$ cat src/rtl/move_dispatcher.sv
// Feeds (parent board, move) pairs to move_executor and queues the resulting child boards,
// each tagged with its move index and last flag, in a credit-protected FWFT FIFO.
module move_dispatcher #(
  parameter int unsigned FIFO_DEPTH = 4,
  parameter int unsigned EXEC_LAT   = 1,
  parameter int unsigned IDX_W      = 8,
  parameter int unsigned BOARD_W    = 256,
  parameter int unsigned MOVE_W     = 12
) (
  input  logic               clk_in,
  input  logic               rst_in,
  input  logic [BOARD_W-1:0] board_in,
  input  logic               board_nomoves_in,
  input  logic               board_valid_in,
  output logic               board_ready_out,
  input  logic [MOVE_W-1:0]  move_in,
  input  logic               move_last_in,
  input  logic               move_valid_in,
  output logic               move_ready_out,
  output logic [MOVE_W-1:0]  exec_move_out,
  output logic [BOARD_W-1:0] exec_board_out,
  output logic               exec_valid_out,
  input  logic [BOARD_W-1:0] exec_board_in,
  input  logic               exec_captured_in,
  input  logic               exec_valid_in,
  output logic [BOARD_W-1:0] child_board_out,
  output logic               child_captured_out,
  output logic [IDX_W-1:0]   child_idx_out,
  output logic               child_last_out,
  output logic               child_valid_out,
  input  logic               child_ready_in,
  output logic               done_out
);

  localparam int unsigned PTR_W = (FIFO_DEPTH > 1) ? $clog2(FIFO_DEPTH) : 1;
  localparam int unsigned CNT_W = $clog2(FIFO_DEPTH) + 1;
  localparam int unsigned TAG_W = IDX_W + 1;
  localparam logic [CNT_W:0] DEPTH_C = (CNT_W + 1)'(FIFO_DEPTH);

  typedef enum logic [1:0] {S_IDLE, S_RUN, S_DRAIN, S_DONE} state_t;

  state_t             r_state;
  state_t             w_state_nxt;
  logic [BOARD_W-1:0] r_parent;
  logic               r_board_ready;
  logic               r_move_ready;
  logic               r_exec_valid;
  logic               r_done;
  logic [MOVE_W-1:0]  r_exec_move;
  logic [TAG_W-1:0]   r_exec_tag;
  logic [TAG_W-1:0]   r_tag_pipe [EXEC_LAT];
  logic [IDX_W-1:0]   r_idx;
  logic [CNT_W-1:0]   r_infl;
  logic [CNT_W-1:0]   r_count;
  logic [CNT_W-1:0]   w_infl_nxt;
  logic [CNT_W-1:0]   w_count_nxt;
  logic [CNT_W:0]     w_credit;
  logic [PTR_W-1:0]   r_wr_ptr;
  logic [PTR_W-1:0]   r_rd_ptr;
  logic [BOARD_W-1:0] r_fifo_board [FIFO_DEPTH];
  logic               r_fifo_cap   [FIFO_DEPTH];
  logic [TAG_W-1:0]   r_fifo_tag   [FIFO_DEPTH];

  logic               w_board_acc;
  logic               w_accept;
  logic               w_push;
  logic               w_pop;
  logic [TAG_W-1:0]   w_head_tag;

  assign w_board_acc = (r_state == S_IDLE) && board_valid_in && r_board_ready;
  assign w_accept    = r_move_ready && move_valid_in;
  // Returns with nothing outstanding are leftovers from before a reset.
  assign w_push      = exec_valid_in && (r_infl != '0);
  assign w_pop       = (r_count != '0) && child_ready_in;
  assign w_head_tag  = r_fifo_tag[r_rd_ptr];

  always_comb begin
    w_infl_nxt = r_infl;
    if (w_accept && !w_push)      w_infl_nxt = r_infl + CNT_W'(1);
    else if (!w_accept && w_push) w_infl_nxt = r_infl - CNT_W'(1);

    w_count_nxt = r_count;
    if (w_push && !w_pop)      w_count_nxt = r_count + CNT_W'(1);
    else if (!w_push && w_pop) w_count_nxt = r_count - CNT_W'(1);

    // Credit counts both queued children and those still inside the executor.
    w_credit = {1'b0, w_count_nxt} + {1'b0, w_infl_nxt};

    w_state_nxt = r_state;
    case (r_state)
      S_IDLE:  if (w_board_acc) w_state_nxt = board_nomoves_in ? S_DONE : S_RUN;
      S_RUN:   if (w_accept && move_last_in) w_state_nxt = S_DRAIN;
      S_DRAIN: if ((r_infl == '0) && w_pop && w_head_tag[0]) w_state_nxt = S_DONE;
      S_DONE:  w_state_nxt = S_IDLE;
      default: w_state_nxt = S_IDLE;
    endcase
  end

  always_ff @(posedge clk_in) begin
    if (rst_in) begin
      r_state       <= S_IDLE;
      r_parent      <= '0;
      r_board_ready <= 1'b1;
      r_move_ready  <= 1'b0;
      r_exec_valid  <= 1'b0;
      r_done        <= 1'b0;
      r_exec_move   <= '0;
      r_exec_tag    <= '0;
      r_idx         <= '0;
      r_infl        <= '0;
      r_count       <= '0;
      r_wr_ptr      <= '0;
      r_rd_ptr      <= '0;
      for (int unsigned i = 0; i < EXEC_LAT; i++) r_tag_pipe[i] <= '0;
      for (int unsigned i = 0; i < FIFO_DEPTH; i++) begin
        r_fifo_board[i] <= '0;
        r_fifo_cap[i]   <= 1'b0;
        r_fifo_tag[i]   <= '0;
      end
    end else begin
      r_state       <= w_state_nxt;
      r_board_ready <= (w_state_nxt == S_IDLE);
      r_move_ready  <= (w_state_nxt == S_RUN) && (w_credit < DEPTH_C);
      r_done        <= (w_state_nxt == S_DONE);
      r_exec_valid  <= w_accept;
      r_infl        <= w_infl_nxt;
      r_count       <= w_count_nxt;

      if (w_board_acc) begin
        r_parent <= board_in;
        r_idx    <= '0;
      end else if (w_accept) begin
        r_idx <= r_idx + IDX_W'(1);
      end
      if (w_accept) begin
        r_exec_move <= move_in;
        r_exec_tag  <= {r_idx, move_last_in};
      end

      // Tag travels alongside the executor so it lines up with exec_valid_in.
      r_tag_pipe[0] <= r_exec_tag;
      for (int unsigned i = 1; i < EXEC_LAT; i++) r_tag_pipe[i] <= r_tag_pipe[i-1];

      if (w_push) begin
        r_fifo_board[r_wr_ptr] <= exec_board_in;
        r_fifo_cap[r_wr_ptr]   <= exec_captured_in;
        r_fifo_tag[r_wr_ptr]   <= r_tag_pipe[EXEC_LAT-1];
        r_wr_ptr               <= r_wr_ptr + PTR_W'(1);
      end
      if (w_pop) r_rd_ptr <= r_rd_ptr + PTR_W'(1);
    end
  end

  assign board_ready_out    = r_board_ready;
  assign move_ready_out     = r_move_ready;
  assign exec_move_out      = r_exec_move;
  assign exec_board_out     = r_parent;
  assign exec_valid_out     = r_exec_valid;
  assign done_out           = r_done;
  assign child_valid_out    = (r_count != '0);
  assign child_board_out    = r_fifo_board[r_rd_ptr];
  assign child_captured_out = r_fifo_cap[r_rd_ptr];
  assign child_idx_out      = w_head_tag[TAG_W-1:1];
  assign child_last_out     = w_head_tag[0];

endmodule

$ cat config.mk
export PLATFORM = sky130hd
export DESIGN_NAME = move_dispatcher
export DESIGN_NICKNAME = d
export VERILOG_FILES = /design/src/rtl/move_dispatcher.sv
export SDC_FILE = /design/constraint.sdc
export NUM_CORES = 2
export LEC_CHECK = 0
export BUFFER_PORTS_ARGS = -buffer_cell sky130_fd_sc_hd__clkbuf_2
export CELL_PAD_IN_SITES_DETAIL_PLACEMENT = 0
export CELL_PAD_IN_SITES_GLOBAL_PLACEMENT = 2
export CORE_AREA = 2 2 422 424
export DETAILED_ROUTE_END_ITERATION = 6
export DIE_AREA = 0 0 424 426
export PLACE_DENSITY_LB_ADDON = 0.2
export REMOVE_ABC_BUFFERS = 1
export SLEW_MARGIN = 20
export SYNTH_ARGS = -nofsm -noshare
export SYNTH_HDL_FRONTEND = slang
export SYNTH_SLANG_ARGS = --single-unit
$ cat constraint.sdc
create_clock -name clk_in -period 33.3 [get_ports clk_in]
set_input_delay 6.66 -clock clk_in [delete_from_list [all_inputs] [get_ports clk_in]]
set_output_delay 6.66 -clock clk_in [all_outputs]
set_load 0.05 [all_outputs]
==> results.md <==
- First-pass GRT wire length: 262000 um
- Yosys top cell by area: edfxtp_1
- Avg Cell Area, Syn: 13.2 um^2
- Vias in the first global route: 36200
- IO Count: 1072
- Final #Nets: 5734
- Seq pwr share: 0.381
- Routed Antenna Nets: 0
- Slew Viols, Final: 0
- Fmax: 91.0 MHz
- Hold Crit Class: flip-flop to flip-flop
- Via count: 35500
- Run status: finished clean
- # Post-CTS Setup Buffers: 0
- Die area: 0.181 mm^2
- Switching Share: 0.372
- Ys Warns: 0
- Worst Path Max Fanout: 43
- Area contributors post-synth: edfxtp_1 (58%), dfxtp_1 (11%), mux4_2 (11%)
- Hold_buf cts: 0
- Internal power: 3.51 mW
- Fin crit share: 0.330
- TritonCTS clock tree: built
- DIE WIDTH: 424 um
- Clk buf depth: 3
- Post-cts resize count: 0
- DRC Markers: 0
- Most used cell, CP: buf_4
- Power, Total: 5.59 mW
- Crit path kind: flip-flop to primary output
- Initial antenna violation count: 70
- Vias per cell: 4.62
- Top delay family on crit path: buffers and inverters
- Worst skew pair latency: 790 ps
- Final HPWL DP: 122000 um
- Top cells by count, synth: edfxtp_1 (1064), nand2_1 (817), nor2_1 (549)
- Clock Tree Root: clkbuf_16
- Layout cells sized above 1: 0.306
- Seq cells post-synth: 1376
- Final setup vio count: 0
- Area growth syn-to-layout: 23.0%
- Gate power share: 0.313
- Height of the die: 426 um
- Rows: 154
- Post-DR wirelength/cell: 24.2 um
- Post-synthesis sequential area ratio: 0.690
- Startpoint Class: flip-flop
- Clock-pin slew on the worst setup and hold paths: 50 ps
- RSZ-0062 raised after global routing: no
- Crit path cell chain: buf_4, buf_4, mux4_2, clkbuf_2
- Post-Synthesis Cell Area: 0.0554 mm^2
- Worst rel slew slack: 0.164
- GRT Total Usage: 0.201
- WP data required: 26640 ps
- DRT iter0 DRCs: 2189
- Most common cell in the netlist: edfxtp_1
- Sw power: 2.08 mW
- Final count of hold timing violations: 0
- CP max stage delay: 890 ps
- Period minus WS final: 10990 ps
- Initial Utilization: 0.315
- Placer Congestion: 0.789
- VDD IR-drop max: 0.0000458 V
- Total CTS buffers: 162
- Max Cap Viol: 0
- Grt total ovfl: 0
- Post-Route Skew: 17.9 ps
- Initial DRT Pass Iterations: 5
- Worst hold stages: 2
- Pwr Density: 82.1 mW/mm^2
- Clock power share: 0.306
- Multi-input gate area: 0.0150 mm^2
- Largest net degree at the start of global routing: 179
- Detailed Route WL: 186000 um
- Core area: 0.176 mm^2
- Worst path slowest cell: dfxtp_4
- Port buffer count: 1071
- Area occupied by registers: 0.0382 mm^2
- Async set-reset flop share out of synthesis: 0
- Post-synth EDFFs: 1064
- H-tree depth: 4
- Fin Hold WS: 452 ps
- CP endpoint kind: primary output
- Reg2reg path depth: 6
- Yosys cell types: 46
- Post-route cell area: 0.0681 mm^2
- Crit path arrival time: 4330 ps
- Setup_tns: 0 ps
- # fillers: 17300
- CTS Sinks: 1376
- Most used DFF post-synth: edfxtp_1
- Static Leak: 27.5 nW
- Top cell type's share of synthesized area: 0.577
- Critical path buffers and inverters: 3
- Gate Count Post-Synth: 4185
- Post-DP Area: 0.0630 mm^2
- Critical Path Stages: 4
- Slew @ Worst Pin: 1250 ps
metrics by stage:
step                      worst slack, ps  utilization  cells
after floorplan                      9790            -   3910
after global placement              21790        0.358   7368
after detailed placement            21790        0.358   7368
after CTS                           21990        0.387   7668
after global routing                21860        0.387   7673
final                               22310        0.388   7681
power groups by stage:
| stage | sequential (mW) | clock (mW) | combinational (mW) |
|---|---|---|---|
| 2_1_floorplan | 2.36 | 0 | 1.15 |
| 3_3_place_gp | 2.16 | 0 | 1.80 |
| 3_5_place_dp | 2.17 | 0 | 1.80 |
| 4_1_cts | 2.13 | 1.76 | 1.80 |
| 5_1_grt | 2.15 | 1.83 | 1.85 |
| 6_report | 2.13 | 1.71 | 1.75 |
final timing paths:
| check | from | end | slack [ps] |
|---|---|---|---|
| max reg2reg | r_wr_ptr[1] | r_fifo_board[2][52] | 27940 |
| max | flip-flop | child_board_out[79] | 22310 |
| min | exec_board_out[33] | exec_board_out[33] | 450 |
| min reg2reg | exec_board_out[33] | exec_board_out[33] | 450 |
layer usage:
metal,track usage,vias up,share of wire
li1,-,16500,-
met1,0.224,17600,0.37
met2,0.366,1013,0.53
met3,0.0607,333,0.066
met4,0.0641,68,0.030
met5,0,-,0.0024
worst reg2reg max path: stages (launching register included):
cell	delay, ps
dfxtp_1	500
nand2b_4	390
o21bai_4	950
buf_4	660
buf_4	810
buf_4	850
buf_4	760
state kept, by name, summed over array words and instances (netlist names), 2 cells and up, named ones only:
register and cells:
exec_board_out 256, exec_move_out 12, r_count 3, r_exec_tag 9
r_fifo_board 1024, r_fifo_cap 4, r_fifo_tag 36, r_idx 8
r_infl 3, r_rd_ptr 2, r_state 2, r_tag_pipe 9
r_wr_ptr 2
layout make-up:
cell class	instances	area share
Tap cell	2340	0.0430
Sequential cell	1376	0.561
Timing Repair Buffer	1118	0.0855
Clock inverter	63	0.00700
Inverter	272	0.0150
Multi-Input combinational cell	2262	0.220
Clock buffer	237	0.0679
Antenna cell	13	0.000478
placed cells by master (no fill, tap or decap), types with 3 or more instances in the layout:
cell / instances
a21oi_1: 273
and2_1: 270
buf_12: 8
buf_4: 39
bufinv_16: 4
clkbuf_1: 53
clkbuf_16: 168
clkbuf_2: 1070
clkbuf_8: 16
clkinv_1: 24
clkinv_2: 21
clkinv_8: 4
dfxtp_1: 310
diode_2: 13
edfxtp_1: 1064
ha_1: 9
inv_1: 272
inv_6: 6
mux4_2: 266
nand2_1: 817
nand2b_4: 4
nand3_1: 3
nand4_1: 4
nor2_1: 549
nor2b_1: 14
o22a_1: 7
xnor2_1: 8
xor2_1: 7
logic make-up after synthesis:
| logic type | Yosys count | synth area share |
|---|---|---|
| mux | 270 | 0.109 |
| flops | 1376 | 0.690 |
| fa+ha+maj | 13 | 0.00280 |
| simple gates | 1673 | 0.128 |
| buf+inv | 547 | 0.0409 |
| xor+xnor | 15 | 0.00237 |
| compound gates | 291 | 0.0273 |
Note: power is estimated with default switching activity, not from simulation.
